`config.mk`:
```
export PLATFORM = sky130hd
export DESIGN_NAME = store_exec_unit_flat
export DESIGN_NICKNAME = d
export VERILOG_FILES = /design/src/rtl/store_exec_unit_pkg.sv /design/src/rtl/store_exec_unit_if.sv /design/src/rtl/store_exec_unit_lane_align.sv /design/src/rtl/store_exec_unit.sv /design/src/flat_wrapper.sv
export SDC_FILE = /design/constraint.sdc
export NUM_CORES = 1
export LEC_CHECK = 0
export ABC_AREA = 1
export CORE_MARGIN = 2
export CORE_UTILIZATION = 35
export DETAILED_ROUTE_END_ITERATION = 12
export GPL_ROUTABILITY_DRIVEN = 0
export MAX_ROUTING_LAYER = met4
export PLACE_DENSITY = 0.63
export SYNTH_ARGS = -nofsm -noshare
export SYNTH_HDL_FRONTEND = slang
export SYNTH_HIERARCHICAL = 1
export SYNTH_SLANG_ARGS = --single-unit
```
`constraint.sdc`:
```
create_clock -name clk -period 2.3 [get_ports clk]
set_input_delay 0.46 -clock clk [delete_from_list [all_inputs] [get_ports clk]]
set_output_delay 0.46 -clock clk [all_outputs]
set_load 0.05 [all_outputs]
```
`src/rtl/store_exec_unit_pkg.sv`:
```
// store_exec_unit_pkg
// Shared definitions for the store execution unit slice: the store opcode
// encoding used by the reservation station, the operand and tag widths, and
// the state encoding of the unit's controller.
// Ports: none (package).
package store_exec_unit_pkg;

  localparam int OP_W   = 5;
  localparam int TAG_W  = 5;
  localparam int DATA_W = 32;

  localparam logic [OP_W-1:0] OP_SW = 5'd1;
  localparam logic [OP_W-1:0] OP_SH = 5'd2;
  localparam logic [OP_W-1:0] OP_SB = 5'd3;

  typedef enum logic [1:0] {
    IDLE = 2'd0,
    REQ  = 2'd1,
    DONE = 2'd2
  } state_t;

endpackage

```
`src/rtl/store_exec_unit_if.sv`:
```
// store_exec_unit_if
// Bundles the store-station issue handshake, the data-memory write port and
// the completion report of the store execution unit.
//   master : station / memory / retire side (drives issue fields, memReady)
//   slave  : the store execution unit itself
// Signals:
//   OutEn, opIn, dataIn1, dataIn2, labelIn : issued store from the station
//   EXEable                                : unit can accept a store
//   memReq, memAddr, memWdata, memBe       : memory write request and payload
//   memReady                               : memory accepts the write
//   doneEn, doneLabel, doneErr             : completion pulse, tag, error flag
interface store_exec_unit_if;
  import store_exec_unit_pkg::*;

  logic              OutEn;
  logic [OP_W-1:0]   opIn;
  logic [DATA_W-1:0] dataIn1;
  logic [DATA_W-1:0] dataIn2;
  logic [TAG_W-1:0]  labelIn;
  logic              EXEable;
  logic              memReq;
  logic [DATA_W-1:0] memAddr;
  logic [DATA_W-1:0] memWdata;
  logic [3:0]        memBe;
  logic              memReady;
  logic              doneEn;
  logic [TAG_W-1:0]  doneLabel;
  logic              doneErr;

  modport master (
    output OutEn, opIn, dataIn1, dataIn2, labelIn, memReady,
    input  EXEable, memReq, memAddr, memWdata, memBe,
           doneEn, doneLabel, doneErr
  );

  modport slave (
    input  OutEn, opIn, dataIn1, dataIn2, labelIn, memReady,
    output EXEable, memReq, memAddr, memWdata, memBe,
           doneEn, doneLabel, doneErr
  );

endinterface

```
`src/rtl/store_exec_unit_lane_align.sv`:
```
// store_lane_align
// Purely combinational lane steering for a single store. Maps the opcode,
// the low two address bits and the raw store data onto the byte enables and
// the replicated write data of a 32-bit word-addressed memory port.
// Ports:
//   op         in  store opcode (OP_SW / OP_SH / OP_SB)
//   addrLo     in  byte offset within the word
//   data       in  raw store data
//   be         out byte enables
//   wdata      out lane-replicated write data
//   misaligned out store cannot be issued (bad alignment or unknown opcode)
module store_lane_align
  import store_exec_unit_pkg::*;
(
  input  logic [OP_W-1:0]   op,
  input  logic [1:0]        addrLo,
  input  logic [DATA_W-1:0] data,
  output logic [3:0]        be,
  output logic [DATA_W-1:0] wdata,
  output logic              misaligned
);

  // Narrow stores replicate their data across all lanes so the memory only
  // needs the byte enables to pick the right bytes. An unknown opcode is
  // folded into misaligned because both lead to the same error completion.
  always_comb begin
    be         = 4'b0000;
    wdata      = data;
    misaligned = 1'b0;
    case (op)
      OP_SW: begin
        be         = 4'b1111;
        wdata      = data;
        misaligned = (addrLo != 2'b00);
      end
      OP_SH: begin
        be         = addrLo[1] ? 4'b1100 : 4'b0011;
        wdata      = {2{data[15:0]}};
        misaligned = addrLo[0];
      end
      OP_SB: begin
        be    = 4'b0001 << addrLo;
        wdata = {4{data[7:0]}};
      end
      default: begin
        misaligned = 1'b1;
      end
    endcase
  end

endmodule

```
`src/rtl/store_exec_unit.sv`:
```
// store_exec_unit
// Consumer end of the store reservation station. Accepts one issued store
// per handshake, drives it onto a single-port data-memory write interface,
// waits for memReady with a bounded timeout and reports completion (tag plus
// error flag) for retirement. All interface outputs are registered.
// Parameters:
//   TIMEOUT : cycles spent in REQ without memReady before the store aborts
//   CNT_W   : width of the timeout counter (must hold TIMEOUT)
// Ports:
//   clk, rst_n : clock (rising edge), asynchronous active-low reset
//   bus        : store_exec_unit_if.slave (issue, memory write, completion)
//   storeCnt   : completed-without-error count (STORE_EXEC_STATS_EN only)
//   errCnt     : completed-with-error count    (STORE_EXEC_STATS_EN only)
// Optional feature macro: STORE_EXEC_STATS_EN
module store_exec_unit
  import store_exec_unit_pkg::*;
#(
  parameter int TIMEOUT = 16,
  parameter int CNT_W   = 5
) (
  input  logic                  clk,
  input  logic                  rst_n,
  store_exec_unit_if.slave      bus
`ifdef STORE_EXEC_STATS_EN
  ,
  output logic [15:0]           storeCnt,
  output logic [15:0]           errCnt
`endif
);

  state_t            state, stateNext;
  logic [CNT_W-1:0]  cnt, cntNext;
  logic              exeQ, exeNext;
  logic              reqQ, reqNext;
  logic [DATA_W-1:0] addrQ, addrNext;
  logic [DATA_W-1:0] wdataQ, wdataNext;
  logic [3:0]        beQ, beNext;
  logic              doneEnQ, doneEnNext;
  logic [TAG_W-1:0]  labelQ, labelNext;
  logic              errQ, errNext;

  logic [3:0]        laneBe;
  logic [DATA_W-1:0] laneWdata;
  logic              laneBad;

  store_lane_align uAlign (
    .op         (bus.opIn),
    .addrLo     (bus.dataIn1[1:0]),
    .data       (bus.dataIn2),
    .be         (laneBe),
    .wdata      (laneWdata),
    .misaligned (laneBad)
  );

  // Next-state and next-output logic. Every output is computed here one
  // cycle ahead so the register stage below keeps them glitch-free. Bad
  // stores skip REQ entirely and complete with an error on the next cycle.
  always_comb begin
    stateNext  = state;
    cntNext    = cnt;
    exeNext    = exeQ;
    reqNext    = reqQ;
    addrNext   = addrQ;
    wdataNext  = wdataQ;
    beNext     = beQ;
    doneEnNext = 1'b0;
    labelNext  = labelQ;
    errNext    = errQ;
    case (state)
      IDLE: begin
        exeNext = 1'b1;
        if (bus.OutEn && exeQ) begin
          labelNext = bus.labelIn;
          exeNext   = 1'b0;
          cntNext   = '0;
          if (laneBad) begin
            stateNext  = DONE;
            doneEnNext = 1'b1;
            errNext    = 1'b1;
          end else begin
            stateNext = REQ;
            reqNext   = 1'b1;
            addrNext  = {bus.dataIn1[31:2], 2'b00};
            wdataNext = laneWdata;
            beNext    = laneBe;
          end
        end
      end
      REQ: begin
        // memReady is checked first so it wins on the timeout edge.
        if (bus.memReady) begin
          stateNext  = DONE;
          reqNext    = 1'b0;
          doneEnNext = 1'b1;
          errNext    = 1'b0;
        end else if (cnt == CNT_W'(TIMEOUT - 1)) begin
          stateNext  = DONE;
          reqNext    = 1'b0;
          doneEnNext = 1'b1;
          errNext    = 1'b1;
        end else begin
          cntNext = cnt + 1'b1;
        end
      end
      DONE: begin
        stateNext = IDLE;
        exeNext   = 1'b1;
        cntNext   = '0;
      end
      default: begin
        stateNext = IDLE;
        exeNext   = 1'b1;
        reqNext   = 1'b0;
        cntNext   = '0;
      end
    endcase
  end

  // State and output registers. Reset drops memReq at once, which is what
  // abandons an in-flight store without ever raising doneEn for it.
  always_ff @(posedge clk or negedge rst_n) begin
    if (!rst_n) begin
      state   <= IDLE;
      cnt     <= '0;
      exeQ    <= 1'b1;
      reqQ    <= 1'b0;
      addrQ   <= '0;
      wdataQ  <= '0;
      beQ     <= 4'b0000;
      doneEnQ <= 1'b0;
      labelQ  <= '0;
      errQ    <= 1'b0;
    end else begin
      state   <= stateNext;
      cnt     <= cntNext;
      exeQ    <= exeNext;
      reqQ    <= reqNext;
      addrQ   <= addrNext;
      wdataQ  <= wdataNext;
      beQ     <= beNext;
      doneEnQ <= doneEnNext;
      labelQ  <= labelNext;
      errQ    <= errNext;
    end
  end

  assign bus.EXEable   = exeQ;
  assign bus.memReq    = reqQ;
  assign bus.memAddr   = addrQ;
  assign bus.memWdata  = wdataQ;
  assign bus.memBe     = beQ;
  assign bus.doneEn    = doneEnQ;
  assign bus.doneLabel = labelQ;
  assign bus.doneErr   = errQ;

`ifdef STORE_EXEC_STATS_EN
  // Completion statistics, split by error flag. Both simply wrap.
  always_ff @(posedge clk or negedge rst_n) begin
    if (!rst_n) begin
      storeCnt <= 16'h0000;
      errCnt   <= 16'h0000;
    end else if (doneEnQ) begin
      if (errQ) begin
        errCnt <= errCnt + 16'h0001;
      end else begin
        storeCnt <= storeCnt + 16'h0001;
      end
    end
  end
`endif

endmodule
```
`src/flat_wrapper.sv`:
```
// flat-port wrapper written by rule: the top's interface ports become plain ports
module store_exec_unit_flat import store_exec_unit_pkg::*;
#(
  parameter int TIMEOUT = 16,
  parameter int CNT_W   = 5
)
  (clk, rst_n, bus_OutEn, bus_opIn, bus_dataIn1, bus_dataIn2, bus_labelIn, bus_memReady, bus_EXEable, bus_memReq, bus_memAddr, bus_memWdata, bus_memBe, bus_doneEn, bus_doneLabel, bus_doneErr);
  store_exec_unit_if bus_i ();
  input  logic clk;
  input  logic rst_n;
  input wire logic [$bits(bus_i.OutEn)-1:0] bus_OutEn;
  input wire logic [$bits(bus_i.opIn)-1:0] bus_opIn;
  input wire logic [$bits(bus_i.dataIn1)-1:0] bus_dataIn1;
  input wire logic [$bits(bus_i.dataIn2)-1:0] bus_dataIn2;
  input wire logic [$bits(bus_i.labelIn)-1:0] bus_labelIn;
  input wire logic [$bits(bus_i.memReady)-1:0] bus_memReady;
  output wire logic [$bits(bus_i.EXEable)-1:0] bus_EXEable;
  output wire logic [$bits(bus_i.memReq)-1:0] bus_memReq;
  output wire logic [$bits(bus_i.memAddr)-1:0] bus_memAddr;
  output wire logic [$bits(bus_i.memWdata)-1:0] bus_memWdata;
  output wire logic [$bits(bus_i.memBe)-1:0] bus_memBe;
  output wire logic [$bits(bus_i.doneEn)-1:0] bus_doneEn;
  output wire logic [$bits(bus_i.doneLabel)-1:0] bus_doneLabel;
  output wire logic [$bits(bus_i.doneErr)-1:0] bus_doneErr;
  assign bus_i.OutEn = bus_OutEn;
  assign bus_i.opIn = bus_opIn;
  assign bus_i.dataIn1 = bus_dataIn1;
  assign bus_i.dataIn2 = bus_dataIn2;
  assign bus_i.labelIn = bus_labelIn;
  assign bus_i.memReady = bus_memReady;
  assign bus_EXEable = bus_i.EXEable;
  assign bus_memReq = bus_i.memReq;
  assign bus_memAddr = bus_i.memAddr;
  assign bus_memWdata = bus_i.memWdata;
  assign bus_memBe = bus_i.memBe;
  assign bus_doneEn = bus_i.doneEn;
  assign bus_doneLabel = bus_i.doneLabel;
  assign bus_doneErr = bus_i.doneErr;
  store_exec_unit #(.TIMEOUT(TIMEOUT), .CNT_W(CNT_W)) u_core (.clk(clk), .rst_n(rst_n), .bus(bus_i));
endmodule
```
==> results of run 1 <==
-- sequential cells by signal (all words and copies together), names as in the netlist --
register and flops:
u_core/bus.EXEable 1, u_core/bus.doneEn 1, u_core/bus.doneErr 1, u_core/bus.doneLabel 5, u_core/bus.memAddr 30, u_core/bus.memBe 4, u_core/bus.memReq 1, u_core/bus.memWdata 32
u_core/cnt 5, u_core/state 2
-- synthesized netlist by cell type --
cell      instances
buf_1             2
buf_2            12
buf_4            22
buf_6             3
clkbuf_1          1
conb_1            1
dfrtp_1          81
dfstp_2           1
ha_1              2
inv_1            13
inv_2             2
nand2_1         213
nand2_2           2
nand3_1         106
nand3_2           1
nand4_1          12
nor2_1            6
nor2_2            3
nor2_4            2
o21ai_0           4
o21ai_1           1
o31ai_1           1
or2_2             1
-- final cells by class --
class | instances | area (µm²) | area share
clock buffer | 12 | 145 | 0.0254
clock inverter | 4 | 75.1 | 0.0131
inverter | 15 | 56.3 | 0.00984
timing repair buffer | 168 | 1650 | 0.289
tap | 140 | 175 | 0.0306
multi-input combinational | 356 | 1570 | 0.274
sequential | 82 | 2050 | 0.359
-- cell families (layout without fill, tap and decap cells) --
group	Yosys count	after routing	synth area share
simple gates	346	346	0.380
buf+inv	55	199	0.0829
compound gates	6	6	0.00826
other cells	1	2	0.000952
fa+ha+maj	2	2	0.00635
flops	82	82	0.521
-- worst min path at each step --
stage / startpoint / end / slack (ns) / cells past startpoint
after floorplan: rst_n / u_core/bus.doneEn$_DFF_PN0_ / 0.16 / 0
after global placement: u_core/bus.memAddr[7]$_DFFE_PN0P_ / u_core/bus.memAddr[7]$_DFFE_PN0P_ / 0.46 / 2
after detailed placement: u_core/bus.memWdata[4]$_DFFE_PN0P_ / u_core/bus.memWdata[4]$_DFFE_PN0P_ / 0.46 / 2
after CTS: rst_n / u_core/bus.memAddr[31]$_DFFE_PN0P_ / 0.13 / 1
after global routing: rst_n / u_core/bus.memWdata[10]$_DFFE_PN0P_ / 0.16 / 1
final: rst_n / u_core/bus.memWdata[7]$_DFFE_PN0P_ / 0.12 / 1
-- report_power, final --
| group | switching, mW | internal [mW] | total (mW) |
|---|---|---|---|
| sequential | 0.258 | 1.89 | 2.15 |
| combinational | 2.26 | 1.07 | 3.33 |
| clock | 0.538 | 0.643 | 1.18 |
-- stage by stage --
step	power (mW)	cell area [µm²]	hold slack, ns
4_1_cts	6.73	5720	0.128
3_5_place_dp	5.53	5500	0.458
5_1_grt	7.01	5720	0.164
6_report	6.66	5720	0.124
3_3_place_gp	5.49	5500	0.455
2_1_floorplan	4.26	3940	0.164
-- metal layers --
layer	global-route usage	wire, µm	vias up
li1	-	-	1864
met1	0.269	5240	1746
met2	0.304	5160	170
met3	0.0388	1000	14
met4	0.0805	183	0
met5	-	0	-
-- placed cells by master, fill, tap and decap left out --
master | synthesis | layout
clkinvlp_4 | 0 | 2
dfstp_2 | 1 | 1
buf_4 | 22 | 16
nand2_2 | 2 | 2
buf_12 | 0 | 1
or2_2 | 1 | 1
nand4_1 | 12 | 12
clkbuf_8 | 0 | 10
clkdlybuf4s50_1 | 0 | 151
o21ai_1 | 1 | 1
bufinv_16 | 0 | 2
o31ai_1 | 1 | 1
nor2_2 | 3 | 2
dfrtp_1 | 81 | 81
nand2_1 | 213 | 213
clkbuf_1 | 1 | 2
o21ai_0 | 4 | 4
nand3_2 | 1 | 1
inv_2 | 2 | 3
nor2_4 | 2 | 3
nor2_1 | 6 | 6
conb_1 | 1 | 2
nand3_1 | 106 | 106
inv_1 | 13 | 12
ha_1 | 2 | 2
==> results.md, run 1 <==
* Number of search-and-repair iterations in the first detailed-routing pass at 4
* Number of cells in the design after placement at around 760
* Tcrit/Tclk final at 0.935
* Buffers & Inverters on Critical Path at 1
* Unrepaired setup endpoints after global routing: no
* Initial core utilization at 0.362
* Maximum clock rate at 465 MHz
* Crit path DAT at ~1.7 ns
* Cell count after synthesis at 492
* Leading cell types by total area after synthesis: dfrtp_1, nand2_1, nand3_1, buf_4, nand4_1
* Smallest setup slack after layout at ~0.15 ns
* Worst slew slack as a fraction of its limit at 0.561
* R2R cell count at 8
* Mapped Area at about 0.004 mm²
* Synth cell types at 23
* Critical path cell sequence: clkdlybuf4s50_1
* Critical Path Max Stage Delay at 0.80 ns
* Top-Level Pins at around 160
* Max VDD drop at 0.600 mV
* Die X-Extent at around 110 µm
* Core area at roughly 0.011 mm²
* Floorplan row count at 38
* Worst-path fanout max at 3
* Detailed Route Iter0 Violations at between 200 and 250
* GR Overflow Total at 0
* Worst reg-to-reg setup slack at 0.52 ns
* Post-CTS sizing at 0
* First element of the critical path: u_core/bus.EXEable$_DFFE_PN1N_
* Setup Total Neg Slack at 0 ns
* Proportion of netlist area held by the largest area contributor at 0.515
* Number of filler instances in the final layout at between 1000 and 1500
* Clock Sinks at a little over 80
* Die Area at around 0.012 mm²
* Result of the run: finished, final reports clean
* Global-route wire length before repair at between 15 and 20 mm
* N_diodes at 0
* Sequential-to-total area share from yosys stat at 0.521
* Kind of critical path: reg -> out
* Average footprint of a synthesized cell at 8.01 µm²
* Number of buffers added by the clock tree synthesis step at 9
* Worst setup slack after placement at 0.0654 ns
* Total half-perimeter wirelength after legalization and detailed placement at 8.34 mm
* Pin count of the biggest net entering global routing at roughly 70
* Clock period minus worst slack at 2.15 ns
* Ratio of total power to cell area at 1160 mW/mm²
* Final Non-Filler Cells at ~800
* Area added between synthesis and finish at 45.3%
* Type of the worst min-delay path: in -> async
* Dominant delay contributor by cell family on the critical path: buffers and inverters
* Worst-Skew Late Latency at roughly 0.35 ns
* Detailed-route DRC error count at 0
* Max-slew violations at 0
* Clock tree from TritonCTS: built
* Vias in the first global route at about 3800
* Number of nets in the final layout at 712
* All-layer global routing usage at 0.202
* Cell type with the largest total area after synthesis: dfrtp_1
* Transition time of the tightest slew-check pin at roughly 0.66 ns
* Root buffer cell: clkbuf_8
* Max Root-Sink Buffers at 2
* Final core area utilization at 0.526
* # hold bufs at CTS at 0
* Reg2Reg Capture Point: u_core/cnt[4]$_DFFE_PN0P_
* Number of cells on the critical path at 1
* CP max-delay cell: clkdlybuf4s50_1
* Clock-pin transition on the worst setup and hold timing paths at around 0.1 ns
* Yosys warnings at 6
* CP Capture Point: bus_EXEable
* Post-route ant nets at 0
* Number of buffers added for setup after CTS at 0
* Count of buffers inserted at the top-level ports at 152
* Setup-failing EPs final at 0
* Total leakage power at about 2.8 nW
* Vias at roughly 3800
* Reg2reg start: u_core/cnt[0]$_DFFE_PN0P_
* Share of layout cells above drive strength 1 at 0.0691
* Crit. End Element: output pin
* Number of H-tree levels at 3
* DRT Wirelength at ~12 mm
* Total count of hold-check failures in the final report at 0
* Synth Register Bits at 82
* Mean number of vias per cell at between 4 and 5
* Data required, critical path at 1.84 ns
* Critical path launch point type: flop
* Max capacitance violation total at 0
* WL per Instance at approximately 15 µm
* Antenna violations before repair at 0
* Clock skew after layout at about 0.012 ns
* Die outline height at roughly 110 µm
No activity file was read; power rests on OpenSTA's default activity.
==> run 2: changes to the inputs <==
- CORE_ASPECT_RATIO: not set -> 0.9
==> run 2 against run 1 <==
  * Critical path depth unchanged
  * Clock power rose by 28%
  * Routed wire length decreased by 0.99%
  * Combinational power hardly changed
  * Critical path type unchanged
  * Largest cell class unchanged
  * Highest routed layer unchanged
==> results.md, run 2 (synthesized netlist as in run 1, its figures left out) <==
* Result of the run: finished, final reports clean
* Unrepaired setup endpoints after global routing: no
* Smallest setup slack after layout at ~0.17 ns
* Final core area utilization at 0.539
* Detailed Route Iter0 Violations at about 280
* Die outline height at 105 µm
* Antenna violations before repair at 0
* Die X-Extent at 116 µm
* Buffers & Inverters on Critical Path at 1
* Worst-path fanout max at 3
* Setup-failing EPs final at 0
* Crit. End Element: output pin
* Global-route wire length before repair at 18.7 mm
* Detailed-route DRC error count at 0
* Number of nets in the final layout at 713
* Mean number of vias per cell at 4.77
* GR Overflow Total at 0
* Vias in the first global route at 3746
* Post-CTS sizing at 0
* WHS at about 0.15 ns
* Pin count of the biggest net entering global routing at 53
* N_diodes at 0
* Max VDD drop at 0.574 mV
* Critical path launch point type: flop
* Most common cell after layout, fill and taps aside: nand2_1
* Worst slew slack as a fraction of its limit at 0.553
* Count of buffers inserted at the top-level ports at approximately 150
* Type of the worst min-delay path: in -> async
* Clock Sinks at 82
* Total leakage power at approximately 2.9 nW
* Total count of hold-check failures in the final report at 0
* Worst setup slack after placement at ~0.12 ns
* Clock period minus worst slack at approximately 2.1 ns
* Number of H-tree levels at 3
* Number of buffers added for setup after CTS at 0
* Dominant delay contributor by cell family on the critical path: buffers and inverters
* Kind of critical path: reg -> out
* Area added between synthesis and finish at 49.2%
* Critical Path Max Stage Delay at slightly above 0.8 ns
* WL per Instance at roughly 15 µm
* All-layer global routing usage at 0.199
* Die Area at between 0.01 and 0.015 mm²
* Post-route ant nets at 0
* Tcrit/Tclk final at 0.928
* Clock-pin transition on the worst setup and hold timing paths at roughly 0.070 ns
* Clock skew after layout at between 0.01 and 0.015 ns
* Critical path cell sequence: clkdlybuf4s50_1
* Floorplan row count at 36
* Max reg flops at 32
* Root buffer cell: clkbuf_16
* Share of layout cells above drive strength 1 at 0.0705
* # hold bufs at CTS at 0
* Data required, critical path at ~1.8 ns
* DRT Wirelength at around 11 mm
* Number of search-and-repair iterations in the first detailed-routing pass at 4
* Maximum clock rate at approximately 470 MHz
* Vias at approximately 3800
* Worst-Skew Late Latency at about 0.33 ns
* Core area at 0.0109 mm²
* Total half-perimeter wirelength after legalization and detailed placement at about 8.4 mm
* Number of filler instances in the final layout at roughly 1100
* Max-slew violations at 0
* Top-Level Pins at approximately 160
* Commonest cells after routing, fill and taps aside: nand2_1, clkdlybuf4s50_1, nand3_1
* Max capacitance violation total at 0
* Initial core utilization at 0.361
* Setup Total Neg Slack at 0 ns
* Ratio of total power to cell area at roughly 1200 mW/mm²
* Clock tree from TritonCTS: built
* Max Root-Sink Buffers at 2
* Crit path DAT at ~1.7 ns
* Transition time of the tightest slew-check pin at 0.671 ns
* CP max-delay cell: clkdlybuf4s50_1
* Number of buffers added by the clock tree synthesis step at 9
run 2: per-stage QoR:
stage | power, mW | cell area, µm² | instances
6_report | 7.00 | 5880 | 790
5_1_grt | 7.35 | 5880 | 790
4_1_cts | 7.08 | 5880 | 790
3_5_place_dp | 5.54 | 5560 | 774
3_3_place_gp | 5.50 | 5560 | 774
2_1_floorplan | 4.26 | 3940 | 493
run 2: path summary, 6_finish.rpt:
| check | slack [ns] | cells after the start | startpoint | to |
|---|---|---|---|---|
| worst max-delay path | 0.17 | 1 | u_core/bus.EXEable$_DFFE_PN1N_ | bus_EXEable |
| max in group asynchronous | 1.51 | 2 | rst_n | u_core/bus.doneEn$_DFF_PN0_ |
| worst max register to register | 0.53 | 8 | u_core/cnt[0]$_DFFE_PN0P_ | u_core/cnt[0]$_DFFE_PN0P_ |
| worst min register to register | 0.47 | 2 | u_core/bus.memWdata[21]$_DFFE_PN0P_ | u_core/bus.memWdata[21]$_DFFE_PN0P_ |
| worst min-delay path | 0.15 | 1 | rst_n | u_core/bus.memAddr[2]$_DFFE_PN0P_ |
| min in group clk | 0.47 | 2 | u_core/bus.memWdata[21]$_DFFE_PN0P_ | u_core/bus.memWdata[21]$_DFFE_PN0P_ |
run 2: per-layer routing:
metal,up-vias,wire (µm),global-route usage
met5,-,0,-
met3,8,998,0.0597
met1,1747,5130,0.266
li1,1854,-,-
met4,0,88,0.0459
met2,157,5250,0.298
run 2: final cells by class:
class | instances | area, µm² | area share
Tap cell | 152 | 190 | 0.0324
Inverter | 15 | 56.3 | 0.00958
Clock buffer | 11 | 233 | 0.0396
Clock inverter | 5 | 80.1 | 0.0136
Multi-Input combinational cell | 356 | 1570 | 0.267
Timing Repair Buffer | 169 | 1700 | 0.289
Sequential cell | 82 | 2050 | 0.349
run 2: report_power, final:
group | internal, mW | switching, mW | total, mW
clock network | 0.950 | 0.561 | 1.51
logic | 1.07 | 2.27 | 3.35
registers | 1.90 | 0.249 | 2.14
